`src/rtl/operand_load_ctrl.sv`:
```
// Operand load controller: captures two bytes into operand registers A and B,
// starts the compute unit and waits for completion or a timeout.
module operand_load_ctrl #(
    parameter logic [7:0] TIMEOUT = 8'd200
) (
    input  logic       clk,
    input  logic       rst,
    input  logic       in_valid,
    input  logic [7:0] in_data,
    output logic       in_ready,
    output logic [7:0] reg_data,
    output logic       ld_a,
    output logic       ld_b,
    output logic       op_start,
    input  logic       op_done,
    output logic       done,
    output logic       busy,
    output logic       err,
    input  logic       err_clr
);

    typedef enum logic [2:0] {
        S_A,
        S_LDA,
        S_B,
        S_LDB,
        S_GO,
        S_WAIT
    } state_t;

    state_t     state_q, state_d;
    logic [7:0] reg_data_q, reg_data_d;
    logic [7:0] wait_cnt_q, wait_cnt_d;
    logic       err_q, err_d;
    logic       done_q, done_d;
    logic       transfer;

    // NOTE: non-blocking assignments so every flop samples pre-edge values.
    always_ff @(posedge clk) begin
        if (rst) begin
            state_q    <= S_A;
            reg_data_q <= 8'h00;
            wait_cnt_q <= 8'h00;
            err_q      <= 1'b0;
            done_q     <= 1'b0;
        end else begin
            state_q    <= state_d;
            reg_data_q <= reg_data_d;
            wait_cnt_q <= wait_cnt_d;
            err_q      <= err_d;
            done_q     <= done_d;
        end
    end

    assign transfer = in_valid && in_ready;

    // NOTE: every signal gets a default first, so no path can infer a latch.
    always_comb begin
        state_d    = state_q;
        reg_data_d = reg_data_q;
        wait_cnt_d = wait_cnt_q;
        err_d      = err_q;
        done_d     = 1'b0;

        // Clear is applied first so a timeout on the same edge overrides it.
        if (err_clr) begin
            err_d = 1'b0;
        end

        case (state_q)
            S_A: begin
                if (transfer) begin
                    reg_data_d = in_data;
                    state_d    = S_LDA;
                end
            end
            S_LDA: state_d = S_B;
            S_B: begin
                if (transfer) begin
                    reg_data_d = in_data;
                    state_d    = S_LDB;
                end
            end
            S_LDB: state_d = S_GO;
            S_GO: begin
                wait_cnt_d = 8'h00;
                state_d    = S_WAIT;
            end
            S_WAIT: begin
                wait_cnt_d = wait_cnt_q + 8'd1;
                if (op_done) begin
                    state_d = S_A;
                    done_d  = 1'b1;
                end else if (wait_cnt_q == TIMEOUT - 8'd1) begin
                    state_d = S_A;
                    err_d   = 1'b1;
                end
            end
            default: state_d = S_A;
        endcase
    end

    // Moore outputs; in_ready is held low during reset so no byte is lost.
    assign in_ready = !rst && ((state_q == S_A) || (state_q == S_B));
    assign ld_a     = (state_q == S_LDA);
    assign ld_b     = (state_q == S_LDB);
    assign op_start = (state_q == S_GO);
    assign busy     = (state_q != S_A);
    assign reg_data = reg_data_q;
    assign done     = done_q;
    assign err      = err_q;

endmodule

```
`config.mk`:
```
export PLATFORM = sky130hd
export DESIGN_NAME = operand_load_ctrl
export DESIGN_NICKNAME = d
export VERILOG_FILES = /design/src/rtl/operand_load_ctrl.sv
export SDC_FILE = /design/constraint.sdc
export NUM_CORES = 1
export LEC_CHECK = 0
export BUFFER_PORTS_ARGS = -buffer_cell sky130_fd_sc_hd__buf_2
export CAP_MARGIN = 5
export CORE_MARGIN = 4
export CORE_UTILIZATION = 40
export DETAILED_ROUTE_END_ITERATION = 10
export PLACE_DENSITY = 0.67
export SETUP_SLACK_MARGIN = 0.2
export SLEW_MARGIN = 15
export SYNTH_ARGS = -nofsm -noshare
export SYNTH_HDL_FRONTEND = slang
export SYNTH_SLANG_ARGS = --single-unit
```
`constraint.sdc`:
```
create_clock -name clk -period 1.5 [get_ports clk]
set_input_delay 0.3 -clock clk [delete_from_list [all_inputs] [get_ports clk]]
set_output_delay 0.3 -clock clk [all_outputs]
set_load 0.005 [all_outputs]
```
[Yosys cells after proc, flatten, opt, wreduce, memory -nomap -nowiden]
Cells that the tools add are included.
Storage, ports and cells
  memories kept: 0
  output and inout bits: 15
  memory bits (writable): 0
  latch bits: 0
  flip-flop bits (word level): 21
  memory bits (read-only): 0
  bits of input ports: 13
Cells by class
  reduce and logical (&&, ||, !) cells: 11
  bitwise gates (word level): 1
  multiplexer cells: 11
  shift-type cells: 0
  divide/modulo/power cells: 0
  equality and inequality tests: 9
  $lt $le $gt $ge: 0
  multiply operators: 0
  $add $sub $neg: 1
Operator list (number)
  3-bit case mux with 6 select lines: 1
  8-bit case mux with 2 select lines: 1
  3-bit two-way mux: 4
  8-bit by 1-bit adder with 8-bit output, second input constant: 1
  8-bit == test, second input constant: 1
  3-bit by 2-bit == test with 1-bit output, second input constant: 2
  3-bit == test, second input constant: 2
  1-bit two-way mux: 5
  2-bit inequality test, second input constant: 2
  2-bit OR reduction: 2
  3-bit by 1-bit == test with 1-bit output, second input constant: 1
  3-bit logical NOT: 1
  3-bit inequality test, second input constant: 1
  3-bit AND reduction: 1
  3-bit nonzero test: 1
  1-bit logical AND: 2
  2-bit AND reduction: 1
  2-bit nonzero test: 1
  1-bit logical NOT: 1
  1-bit logical OR: 1
  1-bit inverter: 1

[Longest topological paths before layout]
Gate-level depths: netlist (run 1).
  depth in word-level cells: 6
  mapped depth: 5
  mapped depth without buffers: 4

[Worst setup path before layout (run 1)]
OpenSTA, ideal clock, no wires.
  kind: reg-to-reg
  from: register state_q[1]
  to: register wait_cnt_q[6]
  required time: 1.430 ns
  cell stages (with the launch flop): 6
  library setup time: 0.070 ns
  path slack: 0.132 ns
  buffers on the path: 2
  arrival: 1.298 ns
  path through: dfxtp_1 -> buf_6 -> nand3b_4 -> buf_6 -> or4_1 -> a21oi_1
Between the ends
  cells in the longest elaborated chain, start to end: 2
RTL lines
  start: declaration: line 31  | state_t state_q, state_d;
  start signal: assignment: line 47  | state_q <= state_d;
  3-bit == test: line 70  | case (state_q)
  8-bit case mux with 2 select lines or 2-bit nonzero test (tied branches)
  end signal: assignment: line 49  | wait_cnt_q <= wait_cnt_d;
  end: declaration: line 33  | logic [7:0] wait_cnt_q, wait_cnt_d;
Parallel ways exist; a longest one is shown, timed or not.
A chain may end at the register's enable or synchronous reset.

[Worst setup path after layout (run 1)]
  from: register state_q[2]
  to: output busy
Between the ends
  cells in the longest elaborated chain, start to end: 1
RTL lines
  3-bit nonzero test: line 108  | assign busy = (state_q != S_A);
  end: declaration: line 17  | output logic busy,
No other way between the ends.

==> metrics.md, run 1 <==
| Metric | Value |
|---|---|
| CP Capture Type | primary output |
| CP arrival | 1.26 ns |
| Top Ports | 28 |
| Critical path required time | 1.20 ns |
| Initial DRC count | 30 |
| Post-synth top cells | dfxtp_1, nand2_1, nand2b_1 |
| Seq cells post-synth | 21 |
| PwrDens | 742.4 mW/mm^2 |
| Setup violations, final | 4 |
| Ys flop type | dfxtp_1 |
| Die H | 57.37 um |
| Via count | 994 |
| Lkg Pwr | 0.0005982 uW |
| DRT met1 WL | 1.127 mm |
| Post-synth EDFFs | 0 |
| Number of antenna violations at the first check in global routing | 0 |
| Multi-input gate area | 601.8 sq um |
| Antenna Nets Post-Route | 0 |
| Fraction of layout cells with a size suffix above 1 | 0.5033 |
| DRC | 0 |
| Total Power | 1052 uW |
| TritonCTS clock tree | built |
| Post-synthesis sequential area ratio | 0.4313 |
| Mapped Avg Cell Area | 8.781 sq um |
| CP startpoint kind | register |
| Critical path peak fanout | 4 |
| Count of input and output buffers | 27 |
| FP Rows | 17 |
| CP max-delay cell | dfxtp_4 |
| Min Tclk post-route | 1.563 ns |
| Max transition margin | 0.7394 |
| Total global routing overflow | 0 |
| Core Area | 0.002276 sq mm |
| P&R area growth vs syn | 45.44% |
| Most frequent cell after synthesis | dfxtp_1 |
| Register area | 442.9 sq um |
| Final Hold Fails | 0 |
| Crit path largest cell delay | 0.38 ns |
| First drt pass iteration count | 4 |
| ANT cells | 0 |
| Cells along the critical path | buf_6, or3_1, buf_2 |
| First-pass GRT wire length | 3.829 mm |
| Met3 routed WL | 121 um |
| Clock tree buffer depth | 2 |
| Synth area leader | dfxtp_1 |
| Final nets | 168 |
| Peak Freq | 0.6397 GHz |
| Die area | 0.003291 sq mm |
| Worst Path Buf+Inv | 2 |
| Met2 WL | 1.202 mm |
| Clk pin slew, worst setup/hold paths | 0.12 ns |
| Die Wd | 57.37 um |
| Min-delay worst type | in -> reg |
| Library cells used by synthesis | 28 |
| Worst-Skew Late Latency | 0.31 ns |
| Clock skew | 0.006018 ns |
| Asr flop ratio synth | 0 |
| Warnings from Yosys | 0 |
| Root buf cell | clkbuf_4 |
| Net count after synthesis | 125 |
| PnR worst setup slack | -0.06327 ns |
| Filler cell count | 179 |
| Failing checks | negative setup slack |
| Setup repair after global routing missed its margin | yes |
| Final Util | 0.6229 |
| Least-Margin Pin Slew | 0.3859 ns |
| Vias in the first global route | 873 |
| Slew Viols, Final | 0 |
| Syn Inst Count | 111 |
| Cell Area, Synth | 974.7 sq um |
| Top cell type's share of synthesized area | 0.4313 |
| Final period utilization | 1.042 |
| H-tree Lvls | 1 |
| Post-DP HPWL | 1.522 mm |
| Cell count along the critical path | 3 |
| Max cap viols | 0 |
| Avg Vias per Cell | 5.492 |
| Starting Density | 0.4283 |
| Total global routing track utilization | 0.1445 |
| Routed Wire Length | 2.487 mm |
| CP Class | reg -> out |
| Family with the most delay on the worst path | flip-flops |
| Wire length per cell | 13.74 um |
| Synth area leaders | dfxtp_1, nand2b_1, o21ai_0, a21oi_1, nand2_1 |
| Total clock buffers created by CTS | 3 |
| Final GP Congestion | 0.8510 |
| Hold Path Depth | 3 |
| R2R depth | 3 |
| VDD IR max | 0.0006952 V |
| Top Layer Used | met4 |
| Outcome | finished, violations left |
| Clock Sinks | 21 |
| Largest net degree at the start of global routing | 17 |
| Hold_ws | 0.1894 ns |
path summary, 6_finish.rpt:
kind,start,endpoint,slack [ns]
worst max-delay path,state_q[2],busy,-0.06
worst min-delay path,in_data[5],reg_data[5],0.19
worst max register to register,wait_cnt_q[4],err,0.07
worst min register to register,reg_data[3],reg_data[3],0.47
metrics by stage:
stage                     TNS, ns  worst slack, ns  instances  cell area [sq um]
after CTS                 -0.1548         -0.06453        177               1294
after floorplan                 0           0.1492        111              974.7
after detailed placement        0          0.07568        164               1140
after global placement          0           0.1116        164               1140
final                     -0.1134         -0.06327        181               1418
after global routing      -0.4127          -0.1287        181               1418
cells in the final DEF (no fill, tap or decap), types with 2 or more instances in the layout:
cell type	netlist	final
o21ai_1	0	11
dfxtp_4	0	5
a21oi_2	0	3
nand3_1	4	3
nand4_1	2	2
dfxtp_2	0	3
a21oi_1	10	7
clkbuf_4	0	3
dfxtp_1	21	13
nor2_1	2	2
or3_4	0	2
nand2b_1	12	11
o311ai_0	3	2
buf_4	0	10
nand2_1	13	12
buf_6	2	9
or4_4	0	2
or4_1	5	3
nor2b_1	2	2
buf_2	1	26
flip-flops by register name (all words and copies together) (netlist names):
register and flops:
reg_data 8, state_q 3, wait_cnt_q 8, err 1
done 1
layer usage:
metal	global-route usage	vias up
met1	0.1885	465
met2	0.2306	37
met5	0	-
met4	0.06291	0
li1	-	484
met3	0.02715	8
timing repair:
| item | CTS | global route |
|---|---|---|
| hold buffers | 0 | 0 |
| pin swaps | 9 | 10 |
| gates cloned | 0 | 1 |
| setup endpoints to repair | 11 | 22 |
| resized for setup | 32 | 26 |
| setup buffers | 9 | 3 |
report_power, final:
part	total (uW)	switching, uW	internal, uW
clock network	279	179	99.5
registers	588	14.1	574
logic	186	83.2	102
total	1050	276	776
worst register-to-register path, stage by stage (launching register included):
cell and delay (ns):
dfxtp_4 0.37, or3_4 0.38, or4_4 0.48, a21oi_2 0.14
final cells by class:
cell class | instances | area share
Clock buffer | 3 | 0.01589
Multi-Input combinational cell | 82 | 0.4245
Sequential cell | 21 | 0.3124
Inverter | 1 | 0.002648
Tap cell | 28 | 0.02471
Timing Repair Buffer | 45 | 0.2162
Clock inverter | 1 | 0.003530
cell families (layout without fill, tap and decap cells):
kind of cell               Yosys count  after routing  synth area share
muxes                                1              1           0.01155
adders and majority gates            1              1           0.01283
xor gates and xnor gates             1              1          0.008988
DFF                                 21             21            0.4313
buffers and inverters                8             50           0.04748
and+or+nand+nor                     52             52            0.3299
AOI/OAI and AO/OA                   27             27            0.1579
Note: power is estimated with default switching activity, not from simulation.
==> run 2: changes to the inputs <==
--- a/config.mk
+++ b/config.mk
@@ -5,12 +5,15 @@
 export SDC_FILE = /design/constraint.sdc
 export NUM_CORES = 1
 export LEC_CHECK = 0
+export ABC_CLOCK_PERIOD_IN_PS = 1500
 export BUFFER_PORTS_ARGS = -buffer_cell sky130_fd_sc_hd__buf_2
 export CAP_MARGIN = 5
 export CORE_MARGIN = 4
 export CORE_UTILIZATION = 40
 export DETAILED_ROUTE_END_ITERATION = 10
+export MAX_ROUTING_LAYER = met4
 export PLACE_DENSITY = 0.67
+export RECOVER_POWER = 50
 export SETUP_SLACK_MARGIN = 0.2
 export SLEW_MARGIN = 15
 export SYNTH_ARGS = -nofsm -noshare
==> run 2 against run 1 <==
Net effect:
- the flow still finishes with violations (negative setup slack)
- core utilization unchanged
- setup slack worse by 0.0015 ns
- global-route usage grew 0.43 points
- final area did not move
- flip-flop and latch count unchanged
- cell count unchanged
- clock power about the same
- largest cell class unchanged
==> metrics.md, run 2 (same netlist as run 1, synthesis figures left out) <==
| Metric | Value |
|---|---|
| Clock tree buffer depth | 2 (unchanged) |
| Cells along the critical path | buf_6, or3_1, buf_2 |
| Crit path largest cell delay | 0.38 ns (about the same) |
| Lkg Pwr | 0.0005982 uW (unchanged) |
| Outcome | finished, violations left |
| First drt pass iteration count | 4 (unchanged) |
| Min Tclk post-route | 1.565 ns (+0.001460 ns) |
| Final Util | 0.6229 (unchanged) |
| Failing checks | negative setup slack |
| Commonest cells after routing, fill and taps aside | buf_2, dfxtp_1, nand2_1 |
| Avg Vias per Cell | 5.486 (-0.10%) |
| Post-DP HPWL | 1.522 mm (unchanged) |
| Final nets | 168 (unchanged) |
| Clock skew | 0.008000 ns (+0.001982 ns) |
| Wire length per cell | 13.72 um (-0.16%) |
| Total global routing overflow | 0 (unchanged) |
| Slew Viols, Final | 0 (unchanged) |
| Top Ports | 28 (unchanged) |
| Total Power | 1050 uW (-0.20%) |
| CP Capture Type | primary output |
| Final period utilization | 1.043 (about the same) |
| PnR worst setup slack | -0.06473 ns (-0.001460 ns) |
| TritonCTS clock tree | built |
| VDD IR max | 0.0006905 V (-0.67%) |
| Finished Layout Cells | 181 (unchanged) |
| Min-delay worst type | in -> reg |
| Setup repair after global routing missed its margin | yes |
| Filler cell count | 179 (unchanged) |
| Root buf cell | clkbuf_4 |
| Count of input and output buffers | 27 (unchanged) |
| CP Class | reg -> out |
| Die Wd | 57.37 um (unchanged) |
| Antenna Nets Post-Route | 0 (unchanged) |
| Family with the most delay on the worst path | flip-flops |
| Hold_ws | 0.1919 ns (+0.002502 ns) |
| Least-Margin Pin Slew | 0.3859 ns (+0.000001311 ns) |
| Final Hold Fails | 0 (unchanged) |
| Clock Sinks | 21 (unchanged) |
| Number of antenna violations at the first check in global routing | 0 (unchanged) |
| CP startpoint kind | register |
| Via count | 993 (-0.10%) |
| Register area | 442.9 sq um (unchanged) |
| PwrDens | 740.9 mW/mm^2 (-0.20%) |
| Die area | 0.003291 sq mm (unchanged) |
| Largest net degree at the start of global routing | 17 (unchanged) |
| ANT cells | 0 (unchanged) |
| Vias in the first global route | 873 (unchanged) |
| Critical path required time | 1.20 ns (about the same) |
| Peak Freq | 0.6391 GHz (about the same) |
| Die H | 57.37 um (unchanged) |
| Critical path peak fanout | 4 (unchanged) |
| First-pass GRT wire length | 3.829 mm (unchanged) |
| Worst-Skew Late Latency | 0.31 ns (about the same) |
| Starting Density | 0.4283 (unchanged) |
| Max cap viols | 0 (unchanged) |
| Final GP Congestion | 0.8645 (+1.6%) |
| Setup violations, final | 4 (unchanged) |
| Inst Count DP | 164 (unchanged) |
| H-tree Lvls | 1 (unchanged) |
| CP arrival | 1.26 ns (about the same) |
| Total clock buffers created by CTS | 3 (unchanged) |
| Leading cell type in the layout, fill and taps excluded | buf_2 |
| Clk pin slew, worst setup/hold paths | 0.12 ns (about the same) |
| FP Rows | 17 (unchanged) |
| Max transition margin | 0.7394 (about the same) |
| Total global routing track utilization | 0.1489 (+0.004344) |
| Fraction of layout cells with a size suffix above 1 | 0.5033 (unchanged) |
| Multi-input gate area | 601.8 sq um (unchanged) |
| Initial DRC count | 31 (+3.3%) |
| P&R area growth vs syn | 45.44% (unchanged) |
| DRC | 0 (unchanged) |
| Worst Path Buf+Inv | 2 (unchanged) |
| Routed Wire Length | 2.483 mm (-0.16%) |
| Core Area | 0.002276 sq mm (unchanged) |
| CP max-delay cell | dfxtp_4 |
[run 2: final timing paths]
path | start | end | slack (ns) | cells after the start
setup / recovery | state_q[2] | busy | -0.06 | 3
hold / removal | in_data[5] | reg_data[5] | 0.19 | 3
setup reg to reg | wait_cnt_q[4] | err | 0.07 | 3
hold reg to reg | reg_data[3] | reg_data[3] | 0.47 | 2
[run 2: layer usage]
metal | wire length [um] | share of wire | vias up | track usage
met3 | 126 | 0.051 | 10 | 0.02715
li1 | - | - | 484 | -
met1 | 1125 | 0.45 | 462 | 0.1885
met2 | 1191 | 0.48 | 37 | 0.2306
met4 | 39 | 0.016 | 0 | 0.06291
met5 | 0 | 0 | - | -
[run 2: final cells by class]
class,instances,share of cell area
clock inverter,1,0.003530
multi-input combinational,82,0.4245
inverter,1,0.002648
sequential,21,0.3124
timing repair buffer,45,0.2162
tap,28,0.02471
clock buffer,3,0.01589
[run 2: repair_timing]
action / in CTS / in global routing
setup endpoints to repair: 11 / 22
cloned: 0 / 1
buffers inserted: 9 / 3
resized for setup: 32 / 26
hold buffers: 0 / 0
pin swaps: 9 / 10
[run 2: worst register-to-register path, stage by stage, from the launching register on]
cell,delay (ns)
dfxtp_4,0.37
or3_4,0.38
or4_4,0.48
a21oi_2,0.14
[run 2: per-stage QoR]
stage	cell area (sq um)	setup WS [ns]	setup TNS [ns]
finish	1418	-0.06473	-0.1179
global route	1418	-0.1287	-0.4127
CTS	1294	-0.06453	-0.1548
detailed placement	1140	0.07568	0
global placement	1140	0.1116	0
floorplan	974.7	0.1492	0
[run 2: power breakdown]
group | switching (uW) | internal, uW | total, uW
Sequential | 14.1 | 574 | 588
Clock | 177 | 99.5 | 277
Combinational | 83.2 | 102 | 186
Total | 274 | 776 | 1050
==> run 3: changes to the inputs <==
==> constraint.sdc (replaced) <==
create_clock -name clk -period 1.5 [get_ports clk]
set_input_delay 0.3 -clock clk [delete_from_list [all_inputs] [get_ports clk]]
set_output_delay 0.3 -clock clk [all_outputs]
set_load 0.1 [all_outputs]
==> run 3 against run 2 <==
Net effect:
- the run still ends with negative setup slack left
- critical path depth is the same
- die area unchanged
- clock skew rose by 0.0017 ns
- cell count grew 5.0%
- global-route usage increased by 2.8 points
- register-to-register slack got worse by 0.06 ns
==> metrics.md, run 3 (same netlist as run 1, synthesis figures left out) <==
| Metric | Value |
|---|---|
| Outcome | finished, violations left |
| Failing checks | negative setup slack |
| R2R depth | 3 (unchanged) |
| Cell count along the critical path | 3 (unchanged) |
| Clk pin slew, worst setup/hold paths | 0.13 ns (about the same) |
| Clk pwr share | 0.210 (-0.053) |
| Post-DP HPWL | 1.674 mm (+10%) |
| P&R area growth vs syn | 81.52% |
| Vias in the first global route | 1023 (+17%) |
| Filler cell count | 131 (-27%) |
| Clock Sinks | 21 (unchanged) |
| Lkg Pwr | 0.0007427 uW (+24%) |
| CP startpoint kind | register |
| Flop pwr share | 0.421 (-0.139) |
| Peak Freq | 0.5978 GHz (-6.5%) |
| Top Ports | 28 (unchanged) |
| Placed cell area | 0.001277 sq mm (+12%) |
| Family with the most delay on the worst path | flip-flops |
| Register area | 442.9 sq um (unchanged) |
| Reg2reg setup slack | 0.01 ns (-0.06 ns) |
| DRC | 0 (unchanged) |
| First-pass GRT wire length | 4.581 mm (+20%) |
| Leading cell type in the layout, fill and taps excluded | buf_4 |
| Worst Hold End | reg_data[0] |
| Setup repair after global routing missed its margin | yes |
| Inst Count DP | 169 (+3.0%) |
| Net switching power | 540.5 uW (+97%) |
| PnR worst setup slack | -0.1728 ns (-0.1080 ns) |
| First drt pass iteration count | 4 (unchanged) |
| Via count | 1031 (+3.8%) |
| Setup violations, final | 5 (+1) |
| Largest net degree at the start of global routing | 18 (+1) |
| Worst R2R Start | wait_cnt_q[3] |
| Avg Vias per Cell | 5.426 (-1.1%) |
| Hold_ws | 0.1594 ns (-0.03258 ns) |
| Die area | 0.003291 sq mm (unchanged) |
| Cell internal pwr | 872.2 uW (+12%) |
| Root buf cell | clkbuf_4 |
| PwrDens | 798.5 mW/mm^2 (+7.8%) |
| Count of input and output buffers | 27 (unchanged) |
| Slew Viols, Final | 0 (unchanged) |
| Total global routing track utilization | 0.1765 (+0.02767) |
| # hold bufs at CTS | 0 (unchanged) |
| H-tree Lvls | 1 (unchanged) |
| Max cap viols | 0 (unchanged) |
| FP Rows | 17 (unchanged) |
| CP Capture Type | primary output |
| Hold Path Depth | 3 (unchanged) |
| Commonest cells after routing, fill and taps aside | buf_4, buf_6, dfxtp_1 |
| Min Tclk post-route | 1.673 ns (+0.1080 ns) |
| Number of antenna violations at the first check in global routing | 0 (unchanged) |
| Starting Density | 0.4283 (unchanged) |
| Switching Share | 0.3826 (+0.1213) |
| Min-delay worst type | in -> reg |
| Max transition margin | 0.8112 (+0.07177) |
| Routed Wire Length | 3.097 mm (+25%) |
| Hold_sp | in_data[0] |
| Fraction of layout cells with a size suffix above 1 | 0.6728 (+0.1696) |
| Antenna Nets Post-Route | 0 (unchanged) |
| Die Wd | 57.37 um (unchanged) |
| Wire length per cell | 16.30 um (+19%) |
| Core Area | 0.002276 sq mm (unchanged) |
| Worst Path Buf+Inv | 2 (unchanged) |
| Worst-Skew Late Latency | 0.33 ns (+0.02 ns) |
| CP max-delay cell | dfxtp_4 |
| Final GP Congestion | 0.8504 (-1.6%) |
| ANT cells | 0 (unchanged) |
| Crit path largest cell delay | 0.38 ns (about the same) |
| Multi-input gate area | 758.2 sq um (+26%) |
| Fin area | 0.001769 sq mm (+25%) |
| Total clock buffers created by CTS | 3 (unchanged) |
| CP arrival | 1.37 ns (+0.11 ns) |
| Critical path required time | 1.20 ns (about the same) |
| Final nets | 177 (+5.4%) |
| Initial DRC count | 41 (+32%) |
| CP Class | reg -> out |
| R2R Path End | err |
| Final period utilization | 1.115 (+0.07201) |
| VDD IR max | 0.001037 V (+50%) |
| Total global routing overflow | 0 (unchanged) |
| Critical path peak fanout | 4 (unchanged) |
| Least-Margin Pin Slew | 0.2820 ns (-0.1040 ns) |
| Final Util | 0.7774 (+0.1545) |
| Clock tree buffer depth | 2 (unchanged) |
| Finished Layout Cells | 190 (+5.0%) |
| Final Hold Fails | 0 (unchanged) |
| Cells along the critical path | buf_4, or3_4, buf_12 |
| Clock skew | 0.009651 ns (+0.001651 ns) |
| Die H | 57.37 um (unchanged) |
| TritonCTS clock tree | built |
| Comb pwr share | 0.369 (+0.192) |
[run 3: cell types whose count changed in the layout (fill, tap and decap cells not counted), moves of 3 or more]
cell,delta
buf_12,+5
o21ai_1,-8
nand2_1,-6
o21ai_2,+7
nand2_2,+3
nand2_4,+3
buf_4,+9
buf_6,+7
buf_2,-14
[run 3: power groups by stage]
stage | Sequential, uW | Clock [uW] | Combinational (uW)
6_report | 595 | 297 | 521
5_1_grt | 599 | 313 | 542
4_1_cts | 597 | 289 | 475
3_5_place_dp | 609 | 0 | 383
3_3_place_gp | 607 | 0 | 379
2_1_floorplan | 734 | 0 | 171
[run 3: area by class of cell]
type,instances,share of cell area
multi-input combinational,83,0.4286
timing repair buffer,53,0.2815
sequential,21,0.2504
tap,28,0.01980
clock buffer,3,0.01273
inverter,1,0.004243
clock inverter,1,0.002829
[run 3: how the worst max path moves through the flow]
stage                     startpoint        to  slack [ns]
final                     state_q[2]      busy       -0.17
after global routing      state_q[1]  op_start       -0.20
after CTS                 state_q[2]  op_start       -0.16
after detailed placement  state_q[1]       err        0.06
after global placement    state_q[1]  op_start        0.09
after floorplan           state_q[0]      ld_a       -0.16
[run 3: stage by stage]
step	total power, uW	setup TNS, ns	worst slack [ns]
6_report	1413	-0.6525	-0.1728
4_1_cts	1361	-0.4588	-0.1615
5_1_grt	1454	-0.9263	-0.2030
3_5_place_dp	991.7	0	0.05870
2_1_floorplan	904.9	-0.4156	-0.1566
3_3_place_gp	985.4	0	0.08649
[run 3: worst reg2reg max path, cell delays in order, from the launching register on]
cell,delay (ns)
dfxtp_4,0.38
or3_4,0.40
or4_1,0.51
a21oi_1,0.14
[run 3: metal layers]
layer  track usage  part of all wire
met1        0.2022              0.40
met2        0.3048              0.53
met4       0.06954             0.020
met3       0.02715             0.042
met5             -                 0
[run 3: repair_timing]
item | in CTS | in global routing
cloned | 2 | 0
resized for setup | 55 | 47
pin swaps | 18 | 13
setup endpoints to repair | 30 | 28
setup buffers | 10 | 5
